<file path="src/rtl/tdm_demux_8bit_pkg.sv">
// Shared definitions for the 8:1 TDM mux/demux path.
//   - state encodings for the demux FSM
//   - default word width and slot counter width, reused by the mux and benches
package tdm_demux_8bit_pkg;

    localparam int TDM_WIDTH = 8;   // bits per word == slots per frame
    localparam int TDM_SEL_W = 3;   // log2(TDM_WIDTH)

    typedef enum logic {
        ST_IDLE    = 1'b0,
        ST_COLLECT = 1'b1
    } state_t;

endpackage

</file>
<file path="src/rtl/tdm_slot_counter.sv">
// Slot counter for the TDM demux.
//   clk, rst_n : clock, asynchronous active-low reset
//   load       : bit accepted as slot 0 -> counter goes to 1
//   en         : mid-frame bit accepted -> counter increments
//   slot       : registered slot index expected for the next accepted bit
//   wrap       : combinational, high when the accepted bit is the last slot
module tdm_slot_counter
    import tdm_demux_8bit_pkg::*;
#(
    parameter int WIDTH = TDM_WIDTH,
    parameter int SEL_W = TDM_SEL_W
) (
    input  logic             clk,
    input  logic             rst_n,
    input  logic             load,
    input  logic             en,
    output logic [SEL_W-1:0] slot,
    output logic             wrap
);

    localparam logic [SEL_W-1:0] SLOT_ONE  = SEL_W'(1);
    localparam logic [SEL_W-1:0] SLOT_LAST = SEL_W'(WIDTH - 1);

    logic [SEL_W-1:0] slot_reg;
    logic [SEL_W-1:0] slot_next;

    // Load wins over increment; the wrap back to 0 is plain SEL_W-bit overflow.
    always_comb begin
        slot_next = slot_reg;
        wrap      = 1'b0;
        if (load) begin
            slot_next = SLOT_ONE;
        end else if (en) begin
            slot_next = slot_reg + SLOT_ONE;
            wrap      = (slot_reg == SLOT_LAST);
        end
    end

    always_ff @(posedge clk or negedge rst_n) begin
        if (!rst_n) begin
            slot_reg <= '0;
        end else begin
            slot_reg <= slot_next;
        end
    end

    assign slot = slot_reg;

endmodule

</file>
<file path="src/rtl/tdm_demux_8bit.sv">
// TDM demultiplexer / deserializer, receiving end of the 8:1 mux path.
//   clk, rst_n  : clock, asynchronous active-low reset
//   serial_in   : muxed data bit
//   bit_valid   : serial_in is sampled this cycle
//   frame_start : current bit is slot 0 (only with bit_valid)
//   slot        : slot expected for the next accepted bit, drives the mux sel
//   out         : reconstructed word, out[k] received in slot k
//   out_valid   : out holds an unconsumed word
//   out_ready   : downstream takes out when high with out_valid
//   frame_err   : pulse, frame_start arrived mid-frame, partial word dropped
//   overrun     : pulse, word completed while holding register full and unread
module tdm_demux_8bit
    import tdm_demux_8bit_pkg::*;
#(
    parameter int WIDTH = TDM_WIDTH,
    parameter int SEL_W = TDM_SEL_W
) (
    input  logic             clk,
    input  logic             rst_n,
    input  logic             serial_in,
    input  logic             bit_valid,
    input  logic             frame_start,
    output logic [SEL_W-1:0] slot,
    output logic [WIDTH-1:0] out,
    output logic             out_valid,
    input  logic             out_ready,
    output logic             frame_err,
    output logic             overrun
);

    state_t           state_reg, state_next;
    logic [WIDTH-1:0] part_reg, part_next;
    logic [WIDTH-1:0] out_reg, out_next;
    logic             out_valid_reg, out_valid_next;
    logic             frame_err_reg, frame_err_next;
    logic             overrun_reg, overrun_next;

    logic             accept_start;
    logic             accept_bit;
    logic             wrap;
    logic [WIDTH-1:0] slot_hit;
    logic [WIDTH-1:0] steered;

    // A frame_start bit is always taken as slot 0; other bits only count
    // while a frame is being collected.
    assign accept_start = bit_valid & frame_start;
    assign accept_bit   = bit_valid & ~frame_start & (state_reg == ST_COLLECT);

    tdm_slot_counter #(
        .WIDTH (WIDTH),
        .SEL_W (SEL_W)
    ) u_slot_counter (
        .clk   (clk),
        .rst_n (rst_n),
        .load  (accept_start),
        .en    (accept_bit),
        .slot  (slot),
        .wrap  (wrap)
    );

    // Bit steering: the partial word with the current bit dropped into its
    // slot. On the completing cycle this is the finished word.
    for (genvar gi = 0; gi < WIDTH; gi++) begin : g_steer
        assign slot_hit[gi] = (slot == SEL_W'(gi));
        assign steered[gi]  = (accept_bit & slot_hit[gi]) ? serial_in : part_reg[gi];
    end

    always_comb begin
        state_next     = state_reg;
        part_next      = part_reg;
        out_next       = out_reg;
        out_valid_next = out_valid_reg;
        frame_err_next = 1'b0;
        overrun_next   = 1'b0;

        case (state_reg)
            ST_IDLE: begin
                if (accept_start) begin
                    state_next = ST_COLLECT;
                end
            end
            ST_COLLECT: begin
                if (accept_start) begin
                    frame_err_next = 1'b1;
                end else if (wrap) begin
                    state_next = ST_IDLE;
                end
            end
            default: state_next = ST_IDLE;
        endcase

        if (accept_start) begin
            part_next    = '0;
            part_next[0] = serial_in;
        end else if (wrap) begin
            part_next = '0;
        end else if (accept_bit) begin
            part_next = steered;
        end

        // A full register that is being read this cycle counts as free.
        if (wrap) begin
            if (!out_valid_reg || out_ready) begin
                out_next       = steered;
                out_valid_next = 1'b1;
            end else begin
                overrun_next = 1'b1;
            end
        end else if (out_valid_reg && out_ready) begin
            out_valid_next = 1'b0;
        end
    end

    always_ff @(posedge clk or negedge rst_n) begin
        if (!rst_n) begin
            state_reg     <= ST_IDLE;
            part_reg      <= '0;
            out_reg       <= '0;
            out_valid_reg <= 1'b0;
            frame_err_reg <= 1'b0;
            overrun_reg   <= 1'b0;
        end else begin
            state_reg     <= state_next;
            part_reg      <= part_next;
            out_reg       <= out_next;
            out_valid_reg <= out_valid_next;
            frame_err_reg <= frame_err_next;
            overrun_reg   <= overrun_next;
        end
    end

    assign out       = out_reg;
    assign out_valid = out_valid_reg;
    assign frame_err = frame_err_reg;
    assign overrun   = overrun_reg;

endmodule

</file>
<file path="config.mk">
export PLATFORM = sky130hd
export DESIGN_NAME = tdm_demux_8bit
export DESIGN_NICKNAME = d
export VERILOG_FILES = /design/src/rtl/tdm_demux_8bit_pkg.sv /design/src/rtl/tdm_slot_counter.sv /design/src/rtl/tdm_demux_8bit.sv
export SDC_FILE = /design/constraint.sdc
export NUM_CORES = 1
export LEC_CHECK = 0
export BUFFER_PORTS_ARGS = -buffer_cell sky130_fd_sc_hd__buf_2
export CORE_ASPECT_RATIO = 0.7
export CORE_UTILIZATION = 45
export DETAILED_ROUTE_END_ITERATION = 8
export PLACE_DENSITY = 0.77
export SLEW_MARGIN = 20
export SYNTH_ARGS = -nofsm -noshare
export SYNTH_HDL_FRONTEND = slang
export SYNTH_SLANG_ARGS = --single-unit
</file>
<file path="constraint.sdc">
create_clock -name clk -period 1.7 [get_ports clk]
set_input_delay 0.255 -clock clk [delete_from_list [all_inputs] [get_ports clk]]
set_output_delay 0.255 -clock clk [all_outputs]
set_load 0.03 [all_outputs]
</file>
# After elaboration in Yosys (flattened, before gate mapping)
# Index checks and enable logic that the tools add are counted.
# W data, S select, Z words.
[op_classes]
multipliers = 0
n_addsub = 1
div = 0
order_cmp = 0
mux = 25
n_shift = 0
bitwise_logic = 13
reduce_logical = 9
eq_ne = 8
[op_table]
columns = ["op", "count"]
rows = [
  ["$mux W8", 3],
  ["$mux W1", 19],
  ["$eq A3 B3 Y1 const B", 4],
  ["$and A1 B1 Y1", 11],
  ["$eq A3 B2 Y1 const B", 2],
  ["$mux W3", 2],
  ["$reduce_and A2 Y1", 2],
  ["$reduce_bool A2 Y1", 2],
  ["$add A3 B1 Y3 const B", 1],
  ["$eq A3 B1 Y1 const B", 1],
  ["$logic_not A3 Y1", 1],
  ["$reduce_bool A3 Y1", 1],
  ["$ne A2 B2 Y1 const B", 1],
  ["$not A1 Y1", 2],
  ["$pmux W1 S2", 1],
  ["$logic_and A1 B1 Y1", 1],
  ["$logic_not A1 Y1", 1],
  ["$logic_or A1 B1 Y1", 1],
]
[word_totals]
out_inout_bits = 14
inputBits = 6
elab_cells = 63
ff_bits = 23
memories = 0
romBits = 0
latchBits = 0
ram_bits = 0

# Depth between registers and ports, before layout
[logic_depth]
ltp_word = 8
ltp_mapped = 7
depth_no_buf = 5

# Cells and area by module
# A second synthesis with hierarchy kept.
[unflattened]
hier_cells = 133
hier_area_um2 = 1276.2
[modules_own_cells]
columns = ["mod", "cells_per_inst", "instances", "area_per_inst_um2", "seq_area_each_um2"]
rows = [
  ["tdm_demux_8bit", 120, 1, 1126.1, 500.5],
  ["tdm_slot_counter", 13, 1, 150.1, 75.1],
]

# Least setup slack after synthesis
# No wires, ideal clock.
[synth_timing]
path_type = "reg2reg"
from = "register u_slot_counter.slot_reg[0], in the netlist u_slot_counter.slot[0]"
to = "register out_reg[7], in the netlist out[7]"
stages_incl_launch_ff = 8
synth_period_minus_slack_ns = 1.964
required_ns = 1.575
t_arrival_ns = 1.839
setup_time_ns = 0.125
setup_slack_ns = -0.264
n_path_buf = 2
cell_sequence = "dfrtp_1 > ha_1 > ha_1 > nor2b_4 > buf_6 > and3_4 > buf_6 > mux2_4"
[synth_via]
elab_chain_cells = 4
elab_cells_between_ends = 6
classes_between = "1 x eq/ne; 3 x mux; 1 x bitwise; 1 x reduce/logical"
[synth_rtl]
columns = ["item", "line_no", "text"]
rows = [
  ["start: declaration", "tdm_slot_counter.sv:24", "logic [SEL_W-1:0] slot_reg;"],
  ["start signal: assignment", "tdm_slot_counter.sv:43", "slot_reg <= slot_next;"],
  ["$eq A3 B3 Y1 (*)", "tdm_slot_counter.sv:35, tdm_demux_8bit.sv:64", ""],
  ["$mux W1", "tdm_slot_counter.sv:33", "end else if (en) begin"],
  ["$mux W1", "tdm_slot_counter.sv:31", "if (load) begin"],
  ["$reduce_and A2 Y1 (no source line)", "-", ""],
  ["end signal: assignment", "tdm_demux_8bit.sv:125", "out_reg <= out_next;"],
  ["end: declaration", "tdm_demux_8bit.sv:33", "logic [WIDTH-1:0] out_reg, out_next;"],
]
# Every way passes the cells marked *; elsewhere a longest branch is shown, timed or not.
# A chain may end at the register's enable or synchronous reset.

# Final worst setup path
[layout_timing]
from = "register u_slot_counter.slot_reg[0], in the netlist u_slot_counter.slot[0]"
to = "register out_reg[6], in the netlist out[6]"
[layout_via]
elab_chain_cells = 4
elab_cells_between_ends = 7
classes_between = "2 x eq/ne; 3 x mux; 1 x bitwise; 1 x reduce/logical"
[layout_rtl]
columns = ["item", "line_no", "text"]
rows = [
  ["$eq A3 B3 Y1", "tdm_slot_counter.sv:35", "wrap = (slot_reg == SLOT_LAST);"],
  ["$mux W1", "tdm_slot_counter.sv:33", ""],
  ["$mux W1", "tdm_slot_counter.sv:31", ""],
  ["$reduce_and A2 Y1 (no source line)", "-", ""],
]
# Several ways; a longest one is shown, not always the timed one.

==> impl_results.md <==
- NumNets Final: 158
- Setup repair after global routing missed its margin: false
- Count of cell instances traversed by the critical path: 6
- DR WL/cell: 16.2 um
- Std-Cell Core Area: 2550 sq um
- Number of register bits inferred by synthesis: 22
- Lkg Pwr: 0.693 nW
- Remaining routing DRC violations: 0
- Count of fill cells added during filler insertion: 243
- Die Width: 65.0 um
- Average size of a mapped cell: 9.84 sq um
- Min Clock Period, post-route: 1.61 ns
- Cell type contributing the most total cell area after synthesis: sky130_fd_sc_hd__dfrtp_1
- Number of antenna violations at the first check in global routing: 0
- Top library cells by usage in the layout, fill and taps aside: sky130_fd_sc_hd__dfrtp_1 (19), sky130_fd_sc_hd__buf_2 (19), sky130_fd_sc_hd__a31oi_1 (13)
- Die Outline Area: 3000 sq um
- CTS tree: built
- Biggest cell delay along the critical path: 0.43 ns
- Crit share post-route: 0.946
- Crit path launch type: register
- Outcome: completed
- Most used cell, CP: sky130_fd_sc_hd__inv_1
- Maximum operating frequency: 622 MHz
- Final Slew Violations: 0
- Vias in the first global route: 917
- Global-route congestion overflow total: 0
- Count of input and output buffers: 19
- Clock-pin transition on the worst setup and hold timing paths: 0.09 ns
- Count of endpoints failing hold in the final timing report: 0
- Initial Utilization: 0.490
- Post-layout instance area: 1470 sq um
- Required time at the endpoint of the critical path: 1.84 ns
- Cell breakdown of the critical path: buf_4, inv_1, ha_1, inv_1, o21ai_0, a31oi_1
- Count of routing violations after the opening detailed-route iteration: 100
- Crit-path slowest cell: sky130_fd_sc_hd__dfrtp_2
- Max-cap violations: 0
- Post-synth top area share: 0.440
- Number of resized instances in the post-cts repair step: 0
- Inserted Clock Buffers: 3
- Endpoint kind of the worst setup timing path: register
- Worst reg-to-reg path cell count: 6
- Overall track demand over capacity in global routing: 0.224
- Class of the most critical hold timing path: input port to register
- DP Wirelength: 2060 um
- Post-detailed-placement cell area: 1380 sq um
- Sequential cell area fraction in the yosys report: 0.440
- Instance count along the most critical hold path: 2
- Count of TritonRoute iterations in the first routing pass: 4
- Clk Latency, worst-skew pair: 0.27 ns
- Fraction of final layout cells sized beyond drive strength 1: 0.262
- Growth of design area from synthesis to finish: 17.3%
- Worst vdd ir: 0.000809 V
- Area contributors post-synth: sky130_fd_sc_hd__dfrtp_1 (44%), sky130_fd_sc_hd__a31oi_1 (6.5%), sky130_fd_sc_hd__ha_1 (6.0%)
- Top Family by Delay on Critical Path: flip-flops
- Clock sinks: 22
- Wire length of the first global-routing pass: 4920 um
- Top Ports: 20
- Max Fanout on Critical Path: 6
- Start-to-end type of the worst setup path: register to register
- Distinct cell type count after synthesis: 32
- Final estimated routing congestion in global placement: 0.910
- Largest net degree at the start of global routing: 23
- Yosys warning count: 0
- Data arrival, critical path: 1.74 ns
- Post-DRT Antenna Nets: 0
- Power density over the cells: 1270 nW/um^2
- Net count after synthesis: 139
- Final setup violating endpoints: 0
- Post-route clock skew: 0.00678 ns
- Worst max-slew margin expressed relative to the limit: 0.673
- Number of buffers on the longest clock path: 2
- Post-synthesis instance area: 1250 sq um
- Number of H-tree levels: 1
- Fin Setup TNS: 0 ns
- Total number of vias: 1060
- # rows: 15
- Worst slew pin tran: 0.490 ns
- Height of the die: 46.1 um
- Antenna fix cells: 0
- Wirelength, routed: 2900 um
- Routed vias/inst: 5.92
- Flip-flop count of the largest register, all copies and words added: 8
- Clock Root Buffer: sky130_fd_sc_hd__clkbuf_8
- Sum of buffers and inverters on the critical path: 3
- Number of instances in the synthesized netlist: 127
## kinds of logic after synthesis
kind of cell	Yosys count	share of synthesized area
AOI/OAI and AO/OA	34	0.182
buffers and inverters	21	0.0821
muxes	3	0.0280
and+or+nand+nor	41	0.207
adders and majority gates	6	0.0601
DFF	22	0.440
## stage by stage
step	instances	power [mW]	util	hold slack (ns)	worst slack, ns
final	179	1.86	0.575	0.362	0.0917
after global routing	179	1.95	0.575	0.395	0.0241
after CTS	178	1.86	0.572	0.362	0.0713
after detailed placement	173	1.37	0.540	0.244	0.0889
after global placement	173	1.35	0.540	0.240	0.129
after floorplan	127	1.17	-	-0.0406	-0.0745
## cell type report
class | instances | area [sq um] | area share
clock inverters | 1 | 30.0 | 0.0205
repair buffers | 24 | 135 | 0.0922
well taps | 34 | 42.5 | 0.0290
inverters | 11 | 41.3 | 0.0282
flip-flops and latches | 22 | 554 | 0.378
multi-input cells | 84 | 622 | 0.424
clock buffers | 3 | 41.3 | 0.0282
## routing by layer
metal,share of wire,routed length (um),track usage
met2,0.41,1180,0.313
met5,0,0,0
met4,0.0035,10,0.0489
met3,0.054,156,0.0470
met1,0.53,1550,0.350
## what timing repair did
action | CTS | global route
buffers inserted | 0 | 1
endpoints found under the setup margin | 0 | 1
hold buffers | 1 | 0
endpoints found under the hold margin | 22 | 0
## cell usage after synthesis, drive strengths merged
master and n:
a21o 1, a21oi 3, a22o 3, a31oi 13
a32o 1, and2 1, and3 2, and3b 1
and4b 1, and4bb 2, buf 9, clkbuf 1
dfrtp 22, ha 6, inv 11, mux2 1
mux2i 2, nand2 8, nand2b 2, nand3 11
nand4 6, nand4b 2, nand4bb 1, nor2 2
nor2b 2, o211ai 6, o21ai 6, o22a 1
## where the power goes
| part | leakage, nW | internal [mW] | total (mW) | switching [mW] |
|---|---|---|---|---|
| Combinational | 0.372 | 0.227 | 0.654 | 0.427 |
| Sequential | 0.285 | 0.629 | 0.713 | 0.0837 |
| Clock | 0.0357 | 0.315 | 0.493 | 0.179 |
## final timing paths
kind                                   startpoint                endpoint  slack (ns)
hold / removal                        frame_start               frame_err        0.36
setup / recovery           u_slot_counter.slot[0]                  out[6]        0.09
min in group asynchronous                   rst_n               frame_err        0.48
hold reg to reg                       part_reg[3]             part_reg[3]        0.50
setup reg to reg           u_slot_counter.slot[0]                  out[6]        0.09
max in group asynchronous                   rst_n  u_slot_counter.slot[2]        0.86
Power figures use the tool's default switching activity.
